[src/rtl/lift_car_controller.sv]
// Per-car SCAN sequencer: accumulates hall/cabin requests and drives travel, door and halt timing.
// All outputs are registered; cur_floor doubles as the car's lift state for the dispatcher.
module lift_car_controller #(
  parameter int NUM_FLOORS    = 11,
  parameter int FLOOR_W       = 4,
  parameter int TRAVEL_CYCLES = 8,
  parameter int DOOR_CYCLES   = 6
) (
  input  logic                  clk,
  input  logic                  rst,
  input  logic [NUM_FLOORS-1:0] floor_req,
  input  logic [NUM_FLOORS-1:0] car_req,
  input  logic                  door_obstruct,
  input  logic                  emergency_stop,
  output logic [FLOOR_W-1:0]    cur_floor,
  output logic                  dir_up,
  output logic                  moving,
  output logic                  door_open,
  output logic                  halted,
  output logic [NUM_FLOORS-1:0] pending,
  output logic [NUM_FLOORS-1:0] served
);

  localparam int TW = $clog2(TRAVEL_CYCLES + 1);
  localparam int DW = $clog2(DOOR_CYCLES + 1);
  localparam logic [FLOOR_W-1:0] TOP = FLOOR_W'(NUM_FLOORS - 1);

  typedef enum logic [1:0] {IDLE, MOVE, DOOR, HALT} state_t;

  state_t              state, saved;
  logic [TW-1:0]       travel_tmr;
  logic [DW-1:0]       door_tmr;

  logic [NUM_FLOORS-1:0] req_all, acc, cur_bit, step_bit;
  logic [FLOOR_W-1:0]    step_floor;
  logic                  above_cur, below_cur, above_step, below_step;
  logic                  hit_cur, hit_step;

  function automatic logic any_above(input logic [NUM_FLOORS-1:0] p, input logic [FLOOR_W-1:0] f);
    logic r;
    r = 1'b0;
    for (int unsigned i = 0; i < NUM_FLOORS; i++)
      if (i > 32'(f)) r = r | p[i];
    return r;
  endfunction

  function automatic logic any_below(input logic [NUM_FLOORS-1:0] p, input logic [FLOOR_W-1:0] f);
    logic r;
    r = 1'b0;
    for (int unsigned i = 0; i < NUM_FLOORS; i++)
      if (i < 32'(f)) r = r | p[i];
    return r;
  endfunction

  always_comb begin
    req_all    = floor_req | car_req;
    acc        = pending | req_all;
    cur_bit    = NUM_FLOORS'(1) << cur_floor;
    // Stepping is clamped so the floor index can never leave 0..TOP.
    step_floor = cur_floor;
    if (dir_up && cur_floor != TOP)
      step_floor = cur_floor + FLOOR_W'(1);
    else if (!dir_up && cur_floor != '0)
      step_floor = cur_floor - FLOOR_W'(1);
    step_bit   = NUM_FLOORS'(1) << step_floor;
    above_cur  = any_above(pending, cur_floor);
    below_cur  = any_below(pending, cur_floor);
    above_step = any_above(pending, step_floor);
    below_step = any_below(pending, step_floor);
    hit_cur    = |(pending & cur_bit);
    hit_step   = |(pending & step_bit);
  end

  always_ff @(posedge clk or negedge rst) begin
    if (!rst) begin
      state      <= IDLE;
      saved      <= IDLE;
      travel_tmr <= '0;
      door_tmr   <= '0;
      cur_floor  <= '0;
      dir_up     <= 1'b1;
      moving     <= 1'b0;
      door_open  <= 1'b0;
      halted     <= 1'b0;
      pending    <= '0;
      served     <= '0;
    end else begin
      served  <= '0;
      pending <= acc;
      if (emergency_stop) begin
        // Timers and door_open hold; only the state is parked until release.
        if (state != HALT) saved <= state;
        state  <= HALT;
        halted <= 1'b1;
        moving <= 1'b0;
      end else begin
        case (state)
          IDLE: begin
            if (hit_cur) begin
              state     <= DOOR;
              door_open <= 1'b1;
              door_tmr  <= DW'(DOOR_CYCLES);
              served    <= cur_bit;
              pending   <= acc & ~cur_bit;
            end else if (dir_up ? above_cur : below_cur) begin
              state      <= MOVE;
              moving     <= 1'b1;
              travel_tmr <= TW'(TRAVEL_CYCLES);
            end else if (dir_up ? below_cur : above_cur) begin
              state      <= MOVE;
              moving     <= 1'b1;
              dir_up     <= ~dir_up;
              travel_tmr <= TW'(TRAVEL_CYCLES);
            end
          end
          MOVE: begin
            if (travel_tmr <= TW'(1)) begin
              cur_floor <= step_floor;
              if (hit_step) begin
                state     <= DOOR;
                moving    <= 1'b0;
                door_open <= 1'b1;
                door_tmr  <= DW'(DOOR_CYCLES);
                served    <= step_bit;
                pending   <= acc & ~step_bit;
              end else if (dir_up ? above_step : below_step) begin
                travel_tmr <= TW'(TRAVEL_CYCLES);
              end else if (dir_up ? below_step : above_step) begin
                dir_up     <= ~dir_up;
                travel_tmr <= TW'(TRAVEL_CYCLES);
              end else begin
                state  <= IDLE;
                moving <= 1'b0;
              end
            end else begin
              travel_tmr <= travel_tmr - TW'(1);
            end
          end
          DOOR: begin
            // A call for this floor while open just keeps the door open.
            pending <= acc & ~cur_bit;
            if (door_obstruct || |(req_all & cur_bit)) begin
              door_tmr <= DW'(DOOR_CYCLES);
            end else if (door_tmr <= DW'(1)) begin
              state     <= IDLE;
              door_open <= 1'b0;
            end else begin
              door_tmr <= door_tmr - DW'(1);
            end
          end
          default: begin
            state     <= saved;
            halted    <= 1'b0;
            moving    <= (saved == MOVE);
            door_open <= (saved == DOOR);
          end
        endcase
      end
    end
  end

endmodule

[config.mk]
export PLATFORM = sky130hd
export DESIGN_NAME = lift_car_controller
export DESIGN_NICKNAME = d
export VERILOG_FILES = /design/src/rtl/lift_car_controller.sv
export SDC_FILE = /design/constraint.sdc
export NUM_CORES = 1
export LEC_CHECK = 0
export ABC_AREA = 1
export BUFFER_PORTS_ARGS = -buffer_cell sky130_fd_sc_hd__clkbuf_2
export CORE_UTILIZATION = 40
export DETAILED_ROUTE_END_ITERATION = 16
export PLACE_DENSITY = 0.57
export SLEW_MARGIN = 20
export SYNTH_ARGS = -nofsm -noshare
export SYNTH_HDL_FRONTEND = slang
export SYNTH_SLANG_ARGS = --single-unit
export TNS_END_PERCENT = 30
[constraint.sdc]
create_clock -name clk -period 2.9 [get_ports clk]
set_clock_uncertainty 0.05 [all_clocks]
set_input_delay 0.725 -clock clk [delete_from_list [all_inputs] [get_ports clk]]
set_output_delay 0.725 -clock clk [all_outputs]
set_load 0.005 [all_outputs]
==> summary.md, run 1 <==
| Metric | Value |
|---|---|
| Outcome | `finished, final reports clean` |
| Slowest CP cell | `dfrtp_2` |
| CP Max Fanout | `13` |
| Via density | `5.51` |
| Critical-path cell list | `buf_4 -> ha_4 -> ha_4 -> inv_1 -> nand2_2 -> nand2_4 -> clkinv_8 -> nand3_4 -> nor2_1 -> nand2_1 -> nand2_1 -> nor2_1 -> nand3_2 -> nand2_4 -> inv_4 -> nand2_1 -> o22ai_1 -> inv_1 -> nor2_1` |
| Synth Flop Type | `dfrtp_1` |
| Synth async-reset ratio | `100%` |
| Global route overflow | `0` |
| Die area | `9150 µm²` |
| Post-synth EDFFs | `0` |
| Period Utilization, post-route | `95.8%` |
| Endpoints failing setup | `0` |
| Row count | `33` |
| Vias | `4010` |
| Share of cells above drive strength 1 | `27.0%` |
| Initial drt markers | `377` |
| Antenna violation net count after detailed routing | `0` |
| Max_slew headroom | `65.5%` |
| CP required | `3.09 ns` |
| Initial core utilization | `42.1%` |
| Critical path launch point type | `flip-flop` |
| Num CTS Buffers | `5` |
| Clock buffer depth | `2` |
| Hold Buf Count CTS | `0` |
| Die height | `95.7 µm` |
| Peak VDD IR | `0.000424 V` |
| Leakage | `2.22 nW` |
| Final Critical Period | `2.78 ns` |
| DP HPWL | `9840 µm` |
| Post-Place Cell Area | `4060 µm²` |
| Synth Net Count | `576` |
| Crit path DAT | `2.97 ns` |
| DR WL/cell | `17.5 µm` |
| Max Cap Viol | `0` |
| Yosys cell types | `43` |
| DRC viols | `0` |
| Routability Congestion | `0.945` |
| Vias in the first global route | `3621` |
| CTS HTree Levels | `2` |
| Final Hold Fails | `0` |
| Largest net degree at the start of global routing | `22` |
| N_diodes | `0` |
| Avg Cell Area, Syn | `6.52 µm²` |
| CP peak stage delay | `0.48 ns` |
| Area grow syn2layout | `23.9%` |
| Critical path class | `reg2reg` |
| Max-slew violation count | `0` |
| Global-route wire length before repair | `19500 µm` |
| Initial antenna violation count | `0` |
| TritonCTS clock tree | `done` |
| Clk_lat worst skew | `0.32 ns` |
| Sequential share of the synthesized area | `29.3%` |
| Clk root buf | `clkbuf_8` |
| Final cell utilization of the core | `52.1%` |
| Post-Syn Area | `3510 µm²` |
| Filler cell count | `877` |
| Synth warnings | `0` |
| Final instance area | `4350 µm²` |
| WL final | `12700 µm` |
| FMAX | `360 MHz` |
| Setup crit end kind | `flip-flop` |
| Register bit total from synthesis | `41` |
| RSZ-0062 raised after global routing | `true` |
| Die Width | `95.7 µm` |
| Clk slew on worst S/H paths | `0.10 ns` |
| Core ar. | `8340 µm²` |
| Post-Syn Instances | `538` |
| IO Count | `56` |
| Hold Crit Class | `in2async` |
| Worst slew pin tran | `0.517 ns` |
| Sink Count | `41` |
| Nets | `660` |
| I/O Buffers | `55` |
| Pwr dens | `1350 nW/µm²` |
| Global-route usage over all layers | `29.0%` |
| Pre-Repair DR Iteration Count | `5` |
cell type report:
type / count / area [µm²] / area share (%)
clock buffer: 7 / 96.3 / 2.22
clock inverter: 1 / 8.76 / 0.201
inverter: 77 / 309 / 7.11
multi-input combinational: 408 / 2220 / 51.2
sequential: 41 / 1030 / 23.7
tap: 105 / 131 / 3.02
timing repair buffer: 89 / 547 / 12.6
worst max-delay path, delay by kind of cell (launching register included):
family	cells	cell delay, ns
compound gates	1	0.14
simple gates	11	1.05
buf+inv	5	0.51
fa+ha+maj	2	0.46
flops	1	0.48
state kept, by name, indices dropped and copies added, names as in the netlist:
signal      count
cur_floor       4
dir_up          1
door_open       1
door_tmr        3
halted          1
moving          1
pending        11
saved           2
served         11
state           2
travel_tmr      4
cells in the mapped netlist (all sizes together), types with 2 or more instances:
library cell / number / area (µm²)
nor3: 12 / 60.1
clkinv: 2 / 7.51
nand2: 157 / 659
o221ai: 3 / 26.3
a21oi: 33 / 165
o21ai: 30 / 154
nand4: 10 / 62.6
nand3b: 3 / 22.5
buf: 9 / 77.6
nand3: 42 / 245
inv: 75 / 292
a32oi: 4 / 35.0
ha: 12 / 150
o211ai: 2 / 15.0
a211oi: 2 / 15.0
dfrtp: 40 / 1000
or2: 4 / 25.0
o22ai: 13 / 81.3
nor2: 71 / 299
nor4: 4 / 31.3
clkbuf: 3 / 11.3
power by group:
group | total (mW) | leakage (nW) | internal (mW) | switching [mW]
combinational | 4.33 | 1.68 | 1.49 | 2.84
sequential | 1.07 | 0.488 | 0.768 | 0.306
clock | 0.454 | 0.0549 | 0.220 | 0.233
total | 5.86 | 2.22 | 2.47 | 3.38
what timing repair did:
item,in CTS,in global routing
gates resized for setup,5,33
gates cloned,0,0
setup endpoints to repair,21,30
buffers inserted,0,5
pin swaps,0,9
final timing paths:
path,startpoint,endpoint,slack [ns],depth (start not counted)
hold / removal,rst,pending[6]$_DFF_PN0_,0.15,1
max in group asynchronous,rst,dir_up$_DFFE_PN1P_,2.12,2
hold reg to reg,halted$_DFFE_PN0P_,halted$_DFFE_PN0P_,0.43,2
min in group clk,halted$_DFFE_PN0P_,halted$_DFFE_PN0P_,0.43,2
setup / recovery,cur_floor[1]$_DFFE_PN0P_,served[8]$_DFF_PN0_,0.12,19
setup reg to reg,cur_floor[1]$_DFFE_PN0P_,served[8]$_DFF_PN0_,0.12,19
placed cells by master (no fill, tap or decap), drive strengths merged:
master  netlist  final
a211oi        2      2
a21boi        1      1
a21oi        33     33
a22oi         1      1
a31oi         1      1
a32oi         4      4
buf           9     34
clkbuf        3     62
clkinv        2      3
dfrtp        40     40
dfstp         1      1
ha           12     12
inv          75     75
nand2       157    157
nand3        42     42
nand3b        3      3
nand4        10     10
nor2         71     71
nor3         12     12
nor3b         1      1
nor4          4      4
o211ai        2      2
o21ai        30     30
o21bai        1      1
o221ai        3      3
o22ai        13     13
o31ai         1      1
or2           4      4
metal layers:
metal | wire [µm] | vias to the layer above | GRT usage (%)
met1 | 6140 | 1870 | 43.1
li1 | - | 1930 | -
met5 | 0 | - | 0
met2 | 5410 | 188 | 43.4
met4 | 234 | 0 | 6.97
met3 | 954 | 22 | 4.63
stage by stage:
stage	hold slack [ns]	setup TNS, ns	instances	total power, mW	setup slack (ns)
after floorplan	0.379	0	538	3.74	0.352
after global routing	0.149	-0.0463	728	6.33	-0.0161
final	0.146	0	728	5.86	0.122
after global placement	0.410	-0.529	715	4.92	-0.0646
after CTS	0.154	0	723	5.43	0.0389
after detailed placement	0.418	-0.404	715	4.92	-0.0859
cells by family (layout without fill, tap and decap cells):
family	after synthesis	in the layout	share of synthesized area, %
and+or+nand+nor	304	304	40.2
AOI/OAI and AO/OA	92	92	15.2
buffers and inverters	89	174	11.1
DFF	41	41	29.3
adders and majority gates	12	12	4.28
(Power assumes the default switching activity.)
==> run 2, diff against run 1 <==
Settings changed: RECOVER_POWER set to 25.
==> summary.md, run 2 (synthesis results as in run 1) <==
| Metric | Value |
|---|---|
| Outcome | `finished, final reports clean` |
| DR WL/cell | `17.5 µm (about the same)` |
| Area grow syn2layout | `23.6%` |
| Reg2reg start | `cur_floor[1]$_DFFE_PN0P_` |
| Crit path DAT | `2.97 ns (about the same)` |
| Most used cell along the critical path | `nand2_1` |
| Pwr dens | `1350 nW/µm² (+0.20%)` |
| Antenna violation net count after detailed routing | `0 (unchanged)` |
| Cell family with most CP delay | `simple AND/OR/NAND/NOR gates` |
| CP peak stage delay | `0.47 ns (about the same)` |
| Max-slew violation count | `0 (unchanged)` |
| I/O Buffers | `55 (unchanged)` |
| Clk_lat worst skew | `0.32 ns (about the same)` |
| DP HPWL | `9840 µm (unchanged)` |
| Slowest CP cell | `dfrtp_2` |
| Highest routed layer | `met4` |
| Initial drt markers | `382 (+1.3%)` |
| WP buf/inv | `5 (unchanged)` |
| Routability Congestion | `0.945 (unchanged)` |
| Clk root buf | `clkbuf_8` |
| CP Max Fanout | `13 (unchanged)` |
| Global route overflow | `0 (unchanged)` |
| FMAX | `360 MHz (about the same)` |
| Max_slew headroom | `26.0% (-40 points)` |
| Crit path from | `cur_floor[1]$_DFFE_PN0P_` |
| Commonest cells after routing, fill and taps aside | `nand2_1 (134), inv_1 (66), nor2_1 (54), clkbuf_2 (54)` |
| Global-route usage over all layers | `29.0% (unchanged)` |
| Largest net degree at the start of global routing | `22 (unchanged)` |
| Post-route setup TNS | `0 ns (unchanged)` |
| Sink Count | `41 (unchanged)` |
| Die height | `95.7 µm (unchanged)` |
| Hold Crit Class | `in2async` |
| Vias in the first global route | `3621 (unchanged)` |
| Setup crit end kind | `flip-flop` |
| Initial antenna violation count | `0 (unchanged)` |
| Row count | `33 (unchanged)` |
| Nets | `660 (unchanged)` |
| Most common cell after layout, fill and taps aside | `nand2_1` |
| RSZ-0062 raised after global routing | `true` |
| Period Utilization, post-route | `95.8% (about the same)` |
| Setup WS post-layout | `0.122 ns (+0.0000460 ns)` |
| Met3 wire len | `992 µm (+4.0%)` |
| DRC viols | `0 (unchanged)` |
| Global-route wire length before repair | `19500 µm (unchanged)` |
| Max Cap Viol | `0 (unchanged)` |
| Worst slew pin tran | `1.11 ns (+0.594 ns)` |
| N_diodes | `0 (unchanged)` |
| Initial core utilization | `42.1% (unchanged)` |
| WL final | `12700 µm (about the same)` |
| Pre-Repair DR Iteration Count | `5 (unchanged)` |
| Share of cells above drive strength 1 | `26.5% (-0.48 points)` |
| Final Critical Period | `2.78 ns (-0.0000460 ns)` |
| Critical path class | `reg2reg` |
| Core ar. | `8340 µm² (unchanged)` |
| Clk slew on worst S/H paths | `0.10 ns (about the same)` |
| Critical path launch point type | `flip-flop` |
| Met1 Wirelength | `6090 µm (-0.73%)` |
| Pre-CTS setup slack | `-0.0859 ns (unchanged)` |
| CTS HTree Levels | `2 (unchanged)` |
| Largest regs | `pending: 11 flops, served: 11 flops` |
| Die Width | `95.7 µm (unchanged)` |
| CP required | `3.09 ns (about the same)` |
| Endpoints failing setup | `0 (unchanged)` |
| Num CTS Buffers | `5 (unchanged)` |
| Critical-path cell list | `buf_4 -> ha_4 -> ha_4 -> inv_1 -> nand2_2 -> nand2_4 -> clkinv_8 -> nand3_2 -> nor2_2 -> nand2_1 -> nand2_1 -> nor2_1 -> nand3_2 -> nand2_4 -> inv_4 -> nand2_1 -> o22ai_1 -> inv_1 -> nor2_1` |
| Clock buffer depth | `2 (unchanged)` |
| Die area | `9150 µm² (unchanged)` |
| Vias | `4017 (+0.17%)` |
| Leakage | `2.21 nW (-0.46%)` |
| Hold Buf Count CTS | `0 (unchanged)` |
| TritonCTS clock tree | `done` |
| IO Count | `56 (unchanged)` |
| Final Hold Fails | `0 (unchanged)` |
| Peak VDD IR | `0.000424 V (about the same)` |
| Routed wl met2 | `5450 µm (+0.59%)` |
| Via density | `5.52 (+0.17%)` |
| Fin Hold WS | `0.169 ns (+0.0230 ns)` |
## run 2: changes by cell type in the layout (fill, tap and decap cells not counted), sizes merged
cell / before / now
buf: 34 / 32
clkbuf: 62 / 64
## run 2: what timing repair did
item,in CTS,in global routing
resized for setup,5,33
pin swaps,0,9
cloned,0,0
buffers inserted,0,5
endpoints found under the setup margin,21,30
## run 2: worst paths after layout
| check | depth (start not counted) | end | slack [ns] |
|---|---|---|---|
| min in group clk | 2 | halted$_DFFE_PN0P_ | 0.43 |
| min reg2reg | 2 | halted$_DFFE_PN0P_ | 0.43 |
| max | 19 | served[8]$_DFF_PN0_ | 0.12 |
| max in group asynchronous | 2 | cur_floor[3]$_DFFE_PN0P_ | 1.27 |
| max reg2reg | 19 | served[8]$_DFF_PN0_ | 0.12 |
| min | 1 | pending[6]$_DFF_PN0_ | 0.17 |
## run 2: power breakdown
group | switching [mW] | internal [mW] | leakage [nW]
combinational | 2.85 | 1.49 | 1.67
sequential | 0.307 | 0.768 | 0.488
clock | 0.232 | 0.220 | 0.0549
## run 2: layout make-up
class	count	area [µm²]
fillers	876	4000
multi-input cells	408	2220
flip-flops and latches	41	1030
repair buffers	89	538
inverters	77	309
well taps	105	131
clock buffers	7	96.3
clock inverters	1	8.76
## run 2: stage by stage
stage                     total power [mW]  util [%]  cell area [µm²]  std cells
final                                 5.86      52.0             4340        728
after global routing                  6.33      52.0             4340        728
after CTS                             5.43      50.2             4190        723
after detailed placement              4.92      48.6             4060        715
after global placement                4.92      48.6             4060        715
after floorplan                       3.74         -             3510        538
## run 2: layer usage
metal | vias up | GRT usage, %
met2 | 196 | 43.4
li1 | 1929 | -
met3 | 16 | 4.63
met1 | 1876 | 43.1
met4 | 0 | 6.97
met5 | - | 0
==> run 3, diff against run 2 <==
Settings changed: RECOVER_POWER 25 to 100.
==> summary.md, run 3 (synthesis results as in run 1) <==
| Metric | Value |
|---|---|
| Pwr dens | `1350 nW/µm² (+0.14%)` |
| CP Max Fanout | `13 (unchanged)` |
| Crit path DAT | `2.96 ns (about the same)` |
| Critical path launch point type | `flip-flop` |
| Vias | `3984 (-0.82%)` |
| FF-to-FF setup slack | `0.13 ns (about the same)` |
| Endpoints failing setup | `0 (unchanged)` |
| DRC viols | `0 (unchanged)` |
| Clk root buf | `clkbuf_8` |
| Initial antenna violation count | `0 (unchanged)` |
| Global-route usage over all layers | `29.0% (unchanged)` |
| Clk_lat worst skew | `0.32 ns (about the same)` |
| DR WL/cell | `17.5 µm (about the same)` |
| Outcome | `finished, final reports clean` |
| Fin Hold WS | `0.168 ns (-0.00115 ns)` |
| Setup crit end kind | `flip-flop` |
| Pre-CTS setup slack | `-0.0859 ns (unchanged)` |
| Most used cell along the critical path | `nand2_1` |
| Critical-path cell list | `buf_4 -> ha_4 -> ha_4 -> inv_1 -> nand2_2 -> nand2_4 -> clkinv_8 -> nand3_2 -> nor2_2 -> nand2_1 -> nand2_1 -> nor2_1 -> nand3_2 -> nand2_4 -> inv_4 -> nand2_1 -> o22ai_1 -> inv_1 -> nor2_1` |
| Initial drt markers | `345 (-9.7%)` |
| Routability Congestion | `0.945 (unchanged)` |
| Sink Count | `41 (unchanged)` |
| Via density | `5.47 (-0.82%)` |
| Leakage | `2.16 nW (-2.4%)` |
| Post-route setup TNS | `0 ns (unchanged)` |
| Max Cap Viol | `0 (unchanged)` |
| Period Utilization, post-route | `95.6% (-0.22 points)` |
| Nets | `660 (unchanged)` |
| WL final | `12700 µm (about the same)` |
| Clock buffer depth | `2 (unchanged)` |
| I/O Buffers | `55 (unchanged)` |
| Power Total | `5.83 mW (-0.41%)` |
| Final Critical Period | `2.77 ns (-0.00630 ns)` |
| R2R depth | `19 (unchanged)` |
| Peak VDD IR | `0.000424 V (about the same)` |
| Pre-Repair DR Iteration Count | `6 (+1)` |
| Largest regs | `pending: 11 flops, served: 11 flops` |
| Die area | `9150 µm² (unchanged)` |
| Final instance area | `4320 µm² (-0.55%)` |
| Slowest CP cell | `dfrtp_2` |
| Global-route wire length before repair | `19500 µm (unchanged)` |
| Post-Place Cell Area | `4060 µm² (unchanged)` |
| WP buf/inv | `5 (unchanged)` |
| Commonest cells after routing, fill and taps aside | `nand2_1 (134), inv_1 (66), nor2_1 (54)` |
| Most common cell after layout, fill and taps aside | `nand2_1` |
| Critical path class | `reg2reg` |
| Die height | `95.7 µm (unchanged)` |
| FMAX | `361 MHz (+0.23%)` |
| Worst slew pin tran | `1.13 ns (+0.0204 ns)` |
| CP required | `3.09 ns (about the same)` |
| Die Width | `95.7 µm (unchanged)` |
| Setup WS post-layout | `0.128 ns (+0.00630 ns)` |
| Share of cells above drive strength 1 | `23.8% (-2.7 points)` |
| TritonCTS clock tree | `done` |
| Largest net degree at the start of global routing | `22 (unchanged)` |
| Hold Crit Class | `in2async` |
| CP peak stage delay | `0.47 ns (about the same)` |
| DP HPWL | `9840 µm (unchanged)` |
| Max-slew violation count | `0 (unchanged)` |
| Global route overflow | `0 (unchanged)` |
| Final Hold Fails | `0 (unchanged)` |
| Vias in the first global route | `3621 (unchanged)` |
| Reg2reg start | `cur_floor[1]$_DFFE_PN0P_` |
| Worst R2R End | `served[8]$_DFF_PN0_` |
| IO Count | `56 (unchanged)` |
| Cell family with most CP delay | `simple AND/OR/NAND/NOR gates` |
| Row count | `33 (unchanged)` |
| Max_slew headroom | `24.6% (-1.4 points)` |
| Hold Buf Count CTS | `0 (unchanged)` |
| CTS HTree Levels | `2 (unchanged)` |
| Clk slew on worst S/H paths | `0.10 ns (about the same)` |
| Filler cell count | `878 (+0.23%)` |
| RSZ-0062 raised after global routing | `true` |
| Initial core utilization | `42.1% (unchanged)` |
| Antenna violation net count after detailed routing | `0 (unchanged)` |
| Num CTS Buffers | `5 (unchanged)` |
| Area grow syn2layout | `23.0%` |
| N_diodes | `0 (unchanged)` |
| Core ar. | `8340 µm² (unchanged)` |
run 3: stage by stage:
stage | instances | util (%)
after floorplan | 538 | -
after global placement | 715 | 48.6
after detailed placement | 715 | 48.6
after CTS | 723 | 50.2
after global routing | 728 | 51.7
final | 728 | 51.7
run 3: worst max-delay path by stage:
stage / cells after the start / slack, ns / from / end
after floorplan: 20 / 0.35 / cur_floor[0]$_DFFE_PN0P_ / travel_tmr[2]$_DFFE_PN0P_
after global placement: 19 / -0.06 / cur_floor[1]$_DFFE_PN0P_ / served[8]$_DFF_PN0_
after detailed placement: 19 / -0.09 / cur_floor[1]$_DFFE_PN0P_ / served[8]$_DFF_PN0_
after CTS: 15 / 0.04 / cur_floor[1]$_DFFE_PN0P_ / door_tmr[0]$_DFFE_PN0P_
after global routing: 21 / -0.02 / cur_floor[1]$_DFFE_PN0P_ / travel_tmr[2]$_DFFE_PN0P_
final: 19 / 0.13 / cur_floor[1]$_DFFE_PN0P_ / served[8]$_DFF_PN0_
run 3: routing by layer:
layer | share of wire (%) | up-vias | wire (µm) | GRT usage, %
met3 | 7.8 | 18 | 991 | 4.63
met4 | 1.7 | 0 | 218 | 6.97
met5 | 0 | - | 0 | 0
li1 | - | 1930 | - | -
met1 | 47 | 1850 | 6020 | 43.1
met2 | 43 | 186 | 5510 | 43.4
run 3: what timing repair did:
item | 4_1_cts | 5_1_grt
endpoints found under the setup margin | 21 | 30
resized for setup | 5 | 33
pin swaps | 0 | 9
setup buffers | 0 | 5
run 3: report_power, final:
group | total, mW | internal (mW) | switching [mW]
Clock | 0.453 | 0.220 | 0.233
Combinational | 4.31 | 1.47 | 2.84
Sequential | 1.07 | 0.768 | 0.304
Total | 5.83 | 2.46 | 3.38
run 3: cell type report:
class | instances | area (µm²) | share of cell area [%]
Multi-Input combinational cell | 408 | 2220 | 51.6
Sequential cell | 41 | 1030 | 23.9
Clock buffer | 7 | 96.3 | 2.23
Inverter | 77 | 309 | 7.16
Timing Repair Buffer | 89 | 514 | 11.9
Tap cell | 105 | 131 | 3.04
Clock inverter | 1 | 8.76 | 0.203
